File: config.mk
export PLATFORM = sky130hd
export DESIGN_NAME = simd_alu_sequencer_flat
export DESIGN_NICKNAME = d
export VERILOG_FILES = /design/src/rtl/simd_alu_sequencer_if.sv /design/src/rtl/simd_alu_sequencer.sv /design/src/flat_wrapper.sv
export SDC_FILE = /design/constraint.sdc
export NUM_CORES = 1
export LEC_CHECK = 0
export CAP_MARGIN = 5
export CORE_ASPECT_RATIO = 1.5
export CORE_MARGIN = 5
export CORE_UTILIZATION = 60
export DETAILED_ROUTE_END_ITERATION = 8
export DONT_BUFFER_PORTS = 1
export PLACE_DENSITY = 0.76
export SLEW_MARGIN = 10
export SYNTH_ARGS = -nofsm -noshare
export SYNTH_HDL_FRONTEND = slang
export SYNTH_SLANG_ARGS = --single-unit
File: constraint.sdc
create_clock -name clk -period 7.85 [get_ports clk]
set_input_delay 0.785 -clock clk [delete_from_list [all_inputs] [get_ports clk]]
set_output_delay 0.785 -clock clk [all_outputs]
set_load 0.05 [all_outputs]
File: src/rtl/simd_alu_sequencer_if.sv
// Vector-side handshake between the execute stage and the SIMD ALU sequencer.
// The execute stage is the master; the sequencer is the slave.
interface simd_alu_sequencer_if #(
   parameter int dataSize = 8,
   parameter int lanes    = 4
);
   logic                      start;
   logic [2:0]                opcode;
   logic [lanes*dataSize-1:0] vecA;
   logic [lanes*dataSize-1:0] vecB;
   logic                      ready;
   logic                      done;
   logic [lanes*dataSize-1:0] vecResult;
   logic [lanes-1:0]          negMask;
   logic [lanes-1:0]          zeroMask;

   modport master (
      output start, opcode, vecA, vecB,
      input  ready, done, vecResult, negMask, zeroMask
   );

   modport slave (
      input  start, opcode, vecA, vecB,
      output ready, done, vecResult, negMask, zeroMask
   );
endinterface

File: src/rtl/simd_alu_sequencer.sv
// Issues the lanes of a vector op one per cycle to a shared combinational
// scalar ALU and gathers the per-lane results and neg/zero flags.
module simd_alu_sequencer #(
   parameter int dataSize = 8,
   parameter int lanes    = 4
) (
   input  logic                clk,
   input  logic                rst,
   simd_alu_sequencer_if.slave vec,
   output logic [2:0]          alu_op,
   output logic [dataSize-1:0] alu_a,
   output logic [dataSize-1:0] alu_b,
   input  logic [dataSize-1:0] alu_result,
   input  logic                alu_neg,
   input  logic                alu_zero
);
   localparam int LW = (lanes > 1) ? $clog2(lanes) : 1;
   localparam logic [LW-1:0] LAST_LANE = LW'(lanes - 1);

   typedef enum logic [1:0] {IDLE = 2'd0, ISSUE = 2'd1, DONE = 2'd2} state_t;

   state_t                    state_q, state_d;
   logic [LW-1:0]             lane_q;
   logic [2:0]                op_q;
   logic [lanes*dataSize-1:0] a_q, b_q;
   logic [lanes*dataSize-1:0] res_q;
   logic [lanes-1:0]          neg_q, zero_q;
   logic                      ready_c, done_c;

   assign vec.ready     = ready_c;
   assign vec.done      = done_c;
   assign vec.vecResult = res_q;
   assign vec.negMask   = neg_q;
   assign vec.zeroMask  = zero_q;

   always_comb begin
      state_d = state_q;
      ready_c = 1'b0;
      done_c  = 1'b0;
      alu_op  = 3'b000;
      alu_a   = '0;
      alu_b   = '0;
      case (state_q)
         IDLE: begin
            ready_c = 1'b1;
            if (vec.start) state_d = (vec.opcode == 3'b000) ? DONE : ISSUE;
         end
         ISSUE: begin
            alu_op = op_q;
            alu_a  = a_q[lane_q*dataSize +: dataSize];
            alu_b  = b_q[lane_q*dataSize +: dataSize];
            if (lane_q == LAST_LANE) state_d = DONE;
         end
         DONE: begin
            done_c  = 1'b1;
            state_d = IDLE;
         end
         default: state_d = IDLE;
      endcase
   end

   // Result registers are cleared on reset too, so an aborted op leaves nothing behind.
   always_ff @(posedge clk or posedge rst) begin
      if (rst) begin
         state_q <= IDLE;
         lane_q  <= '0;
         op_q    <= 3'b000;
         a_q     <= '0;
         b_q     <= '0;
         res_q   <= '0;
         neg_q   <= '0;
         zero_q  <= '0;
      end else begin
         state_q <= state_d;
         case (state_q)
            IDLE: begin
               if (vec.start) begin
                  neg_q  <= '0;
                  zero_q <= '0;
                  lane_q <= '0;
                  if (vec.opcode == 3'b000) begin
                     res_q <= vec.vecA;
                  end else begin
                     op_q  <= vec.opcode;
                     a_q   <= vec.vecA;
                     b_q   <= vec.vecB;
                     res_q <= '0;
                  end
               end
            end
            ISSUE: begin
               res_q[lane_q*dataSize +: dataSize] <= alu_result;
               neg_q[lane_q]  <= alu_neg;
               zero_q[lane_q] <= alu_zero;
               if (lane_q != LAST_LANE) lane_q <= lane_q + 1'b1;
            end
            default: ;
         endcase
      end
   end
endmodule

File: src/flat_wrapper.sv
// flat-port wrapper written by rule: the top's interface ports become plain ports
module simd_alu_sequencer_flat 
#(
   parameter int dataSize = 8,
   parameter int lanes    = 4
)
  (clk, rst, alu_op, alu_a, alu_b, alu_result, alu_neg, alu_zero, vec_start, vec_opcode, vec_vecA, vec_vecB, vec_ready, vec_done, vec_vecResult, vec_negMask, vec_zeroMask);
  simd_alu_sequencer_if #(.dataSize(dataSize), .lanes(lanes)) vec_i ();
  input  logic clk;
  input  logic rst;
  output logic [2:0] alu_op;
  output logic [dataSize-1:0] alu_a;
  output logic [dataSize-1:0] alu_b;
  input  logic [dataSize-1:0] alu_result;
  input  logic alu_neg;
  input  logic alu_zero;
  input wire logic [$bits(vec_i.start)-1:0] vec_start;
  input wire logic [$bits(vec_i.opcode)-1:0] vec_opcode;
  input wire logic [$bits(vec_i.vecA)-1:0] vec_vecA;
  input wire logic [$bits(vec_i.vecB)-1:0] vec_vecB;
  output wire logic [$bits(vec_i.ready)-1:0] vec_ready;
  output wire logic [$bits(vec_i.done)-1:0] vec_done;
  output wire logic [$bits(vec_i.vecResult)-1:0] vec_vecResult;
  output wire logic [$bits(vec_i.negMask)-1:0] vec_negMask;
  output wire logic [$bits(vec_i.zeroMask)-1:0] vec_zeroMask;
  assign vec_i.start = vec_start;
  assign vec_i.opcode = vec_opcode;
  assign vec_i.vecA = vec_vecA;
  assign vec_i.vecB = vec_vecB;
  assign vec_ready = vec_i.ready;
  assign vec_done = vec_i.done;
  assign vec_vecResult = vec_i.vecResult;
  assign vec_negMask = vec_i.negMask;
  assign vec_zeroMask = vec_i.zeroMask;
  simd_alu_sequencer #(.dataSize(dataSize), .lanes(lanes)) u_core (.clk(clk), .rst(rst), .vec(vec_i), .alu_op(alu_op), .alu_a(alu_a), .alu_b(alu_b), .alu_result(alu_result), .alu_neg(alu_neg), .alu_zero(alu_zero));
endmodule
Word-level counts from Yosys, hierarchy flattened
Cells that the tools add are included.
{"block": "totals", "reg_bits": 111, "in_bits": 80, "word_cells": 55, "out_inout_bits": 61}
{"block": "classes", "n_eq_ne": 7, "n_bitwise": 1, "n_lt_le_gt_ge": 2, "add_sub_neg": 2, "muxes": 23, "n_reduce_logical": 8, "shift": 4}
{"operator": "2-to-1 mux 32 bit", "n": 2}
{"operator": "case mux 32 bit (2 select lines)", "n": 1}
{"operator": "indexed part select 32 x 6 -> 8 bit", "n": 2}
{"operator": "negation 5 -> 34 bit", "n": 1}
{"operator": "variable shift 8 x 34 -> 32 bit, first input constant", "n": 1}
{"operator": "indexed part select 8 x 34 -> 32 bit", "n": 1}
{"operator": "bitwise mux 32 bit", "n": 1}
{"operator": "2-to-1 mux 8 bit", "n": 2}
{"operator": "case mux 4 bit (2 select lines)", "n": 2}
{"operator": "2-to-1 mux 2 bit", "n": 5}
{"operator": "bitwise mux 4 bit", "n": 2}
{"operator": "case mux 2 bit (2 select lines)", "n": 2}
{"operator": "AND reduction 3 bit", "n": 2}
{"operator": "equality test 2 bit, second input constant", "n": 2}
{"operator": "2-to-1 mux 4 bit", "n": 1}
{"operator": "inequality test 2 x 1 -> 1 bit, second input constant", "n": 2}
{"operator": "inequality test 2 bit, second input constant", "n": 2}
{"operator": "AND reduction 2 bit", "n": 2}
{"operator": "zero test 3 bit", "n": 1}
{"operator": "< comparator 2 x 3 -> 1 bit, second input constant", "n": 1}
{"operator": "2-to-1 mux 1 bit", "n": 3}
{"operator": "2-to-1 mux 3 bit", "n": 1}
{"operator": "adder 2 x 1 -> 2 bit, second input constant", "n": 1}
{"operator": "demux 1 bit (select 2 bit)", "n": 1}
{"operator": "other kinds (6)", "n": 6}

Logic depth before layout (Yosys ltp)
{"block": "logic_depth", "ltp_word": 6, "depth_mapped": 9, "ltp_nobuf": 5}

Worst setup path after synthesis
OpenSTA, ideal clock, no wires.
{"block": "synth_path", "path_type": "flip-flop to output port", "start": "register u_core.state_q[1]", "end": "output vec_done", "t_arrival_ps": 1589, "path_stages_with_launch": 6, "path_buffers": 3, "t_required_ps": 7065, "path_slack_ps": 5476, "path_cell_list": "dfrtp_1 -> buf_2 -> inv_1 -> buf_2 -> clkbuf_1 -> nor2_1"}
{"block": "synth_via", "elab_chain_len": 2}
{"element": "start, declared", "line_no": "simd_alu_sequencer.sv:22", "source": "state_t state_q, state_d;"}
{"element": "start signal, assigned", "line_no": "simd_alu_sequencer.sv:74", "source": "state_q <= state_d;"}
{"element": "equality test 2 bit", "line_no": "simd_alu_sequencer.sv:43", "source": "case (state_q)"}
{"element": "2-to-1 mux 1 bit", "line_no": "simd_alu_sequencer.sv:43"}
{"element": "end, declared", "line_no": "flat_wrapper.sv:22", "source": "output wire logic [$bits(vec_i.done)-1:0] vec_done;"}
No other way between the ends.

Worst setup path in the final report
{"block": "layout_path", "start": "register u_core.state_q[0]", "end": "output alu_b[2]"}
{"block": "layout_via", "elab_chain_len": 2}
{"element": "equality test 2 x 1 -> 1 bit", "line_no": "simd_alu_sequencer.sv:43"}
{"element": "2-to-1 mux 8 bit", "line_no": "simd_alu_sequencer.sv:43"}
{"element": "end, declared", "line_no": "flat_wrapper.sv:13", "source": "output logic [dataSize-1:0] alu_b;"}
No other way between the ends.

==> metrics.txt <==
die width=a little under 90 um; crit-path cells=nor2b_2 -> and2_1; min Tclk post-route=3490 ps; CP max stage delay=approximately 920 ps; total track usage=24.1%; CTS clock-pin slew for the worst setup and hold paths=70 ps; cell family with most CP delay=simple AND/OR/NAND/NOR gates; Slew @ Worst Pin=1170 ps; Worst setup EP type=output port; pin count of the biggest net entering global routing=between 60 and 70; ranking of synthesized cells by area=dfrtp_1 (50%), mux2_2 (10%), mux4_1 (5.2%), mux2_1 (3.7%), a31oi_1 (3.6%); Post-DP HPWL=around 9500 um; area leader, netlist=dfrtp_1; Post-Syn Area per Cell=12.7 um^2; worst clock skew=approximately 5 ps; arrival time at the worst endpoint=2700 ps; # IOs=141; Initial Util=around three fifths; maximum VDD drop=258 uV; Synth Area in Compound Gates=8.10%; share of the synthesized area in the top cell type=50.4%; Residual DRC=0; remaining antenna violation count=0; CP startpoint kind=flop; Leak=2.31 nW; core area=0.00915 mm^2; Yosys reg bits=111; Sink Count=around 110; FP Rows=43; # nets final=494; post-synth cell types=36; worst slack, placed=around 4700 ps; first drt pass iteration count=5; Reg2Reg Depth=3; Synth Area in XOR/XNOR=0%; initial antenna violation count=0; Simple-Gate Fraction of Synth Area=11.9%; Crit Path Class=reg -> out; share of cells above drive strength 1=21.1%; vias in the first global route=3714; # diodes=0; first-pass GRT wire length=approximately 21000 um; final wirelength=13000 um; critical path fanouts, max=27; mux cell area share after synthesis=about 23%; synthesized area=0.00552 mm^2; CTS Buf Count=9; fin crit share=approximately 44%; Die ar.=around 0.011 mm^2; crit path buf inv count=0; largest family of logic cells by synthesized area=multiplexers; pwr/cell area=540 mW/mm^2; required time worst endpoint=7070 ps; CTS Buffer Depth=2; critical path depth=2; RSZ-0062 raised after global routing=false; fmax=287 MHz; Post-CTS Hold Buffers=0; Worst Hold Class=in -> async; Layout fillers=720; Mapped Cells=435; count of final max-slew check failures=0; Root Driver=clkbuf_16; CTS tree=built; initial DRC count=236; Clock Latency Late Sink=350 ps; H-tree depth=3; fin util=about 62%; routed vias/inst=6.77; Synth Area in Adders=1.36%; maxcap violations=0; YS warnings=0; Final Hold Viols=0; Syn Nets=between 500 and 600; Setup-failing EPs final=0; via count=3554; Setup TNS Final=0 ps; IO Port Bufs=0; PostCTS Resize Cnt=0; Routability Congestion=between 0.8 and 0.9; total grt overflow=0; Area Overhead vs Synth=3.43%; status=finished clean; Final WS setup=4360 ps; drt wl/cell=24.7 um; relative slew slack=a little over a fifth; critical path's slowest cell=nor2b_2; Die Ht=127 um; setup repair bufs after CTS=0; register area share after synthesis=around 50%
-- metrics by stage --
| stage | hold slack [ps] | cell area (um^2) | total power, mW | std cells |
|---|---|---|---|---|
| 5_1_grt | 412 | 5700 | 3.26 | 525 |
| 6_report | 363 | 5700 | 3.08 | 525 |
| 3_5_place_dp | 475 | 5430 | 2.67 | 509 |
| 4_1_cts | 389 | 5700 | 3.11 | 525 |
| 3_3_place_gp | 465 | 5430 | 2.62 | 509 |
| 2_1_floorplan | 456 | 5520 | 2.50 | 435 |
-- synth_stat cells --
cell      instances
a21oi_1          32
a22o_1            3
a31oi_1          32
a32o_1            5
and2_1           22
and2_4            1
and3_1            4
and4bb_2          1
buf_1             4
buf_12            1
buf_2            13
buf_4             1
buf_6            10
clkbuf_1         11
clkbuf_2          1
dfrtp_1         111
ha_1              6
inv_1             4
mux2_1           18
mux2_2           49
mux2_4            8
mux4_1           11
mux4_2            5
nand2_1           2
nand2b_1          1
nand3_1          40
nand3b_2          1
nand4_1          24
nor2_1            4
nor2_2            1
nor2b_1           4
nor3_4            1
nor3b_2           1
nor4b_4           1
o21ai_0           1
o21ai_1           1
-- metal layers --
metal | track usage, % | share of wire, % | wire length (um) | vias up
met2 | 37.6 | 49 | 6290 | 166
met5 | 0 | 0 | 0 | -
met4 | 12.2 | 3.9 | 511 | 0
li1 | - | - | - | 1583
met1 | 30.0 | 38 | 4920 | 1772
met3 | 7.68 | 9.5 | 1240 | 33
-- placed cells by master, fill, tap and decap left out, drive strengths merged, types with 2 or more instances in the layout --
cell and instances:
nor2b 4, mux2 75, nand4 24, and2 23
and3 4, a22o 3, inv 4, nor2 5
ha 6, buf 3, o21ai 2, a32o 5
clkbuf 14, clkinvlp 2, a21oi 32, mux4 16
a31oi 32, nand3 40, dfrtp 111, nand2 2
-- cells by family after synthesis --
kind of cell    count (synthesis)
flops                         111
buf+inv                        45
fa+ha+maj                       6
compound gates                 74
mux                            91
simple gates                  108
-- sequential cells by signal, summed over array words and instances (netlist names) --
signal,flops
u_core.vec.vecResult,32
u_core.vec.negMask,4
u_core.lane_q,2
u_core.a_q,32
u_core.state_q,2
u_core.b_q,32
u_core.vec.zeroMask,4
u_core.op_q,3
-- worst reg2reg max path, cell delays in order, from the launching register on --
cell      delay, ps
dfrtp_1         670
nor2_2          680
nand3b_4        830
mux2_1          660
-- report_power, final --
| group | internal (mW) | switching (mW) |
|---|---|---|
| Combinational | 0.497 | 0.744 |
| Sequential | 0.854 | 0.557 |
| Clock | 0.233 | 0.197 |
-- worst paths after layout --
path / startpoint / end / slack [ps]
max reg2reg: u_core.state_q[0] / u_core.b_q[27] / 4890
min in group clk: u_core.op_q[0] / u_core.op_q[0] / 490
max: u_core.state_q[0] / alu_b[2] / 4360
max in group asynchronous: rst / u_core.a_q[25] / 6260
min reg2reg: u_core.op_q[0] / u_core.op_q[0] / 490
min: rst / u_core.op_q[2] / 360
-- area by class of cell --
class	instances	area [um^2]	share of cell area, %
clock buffer	14	264	4.63
clock inverter	2	15.0	0.263
inverter	4	17.5	0.307
multi-input combinational	279	2470	43.3
sequential	111	2780	48.7
tap	112	140	2.46
timing repair buffer	3	22.5	0.395
Note: power is estimated with default switching activity, not from simulation.
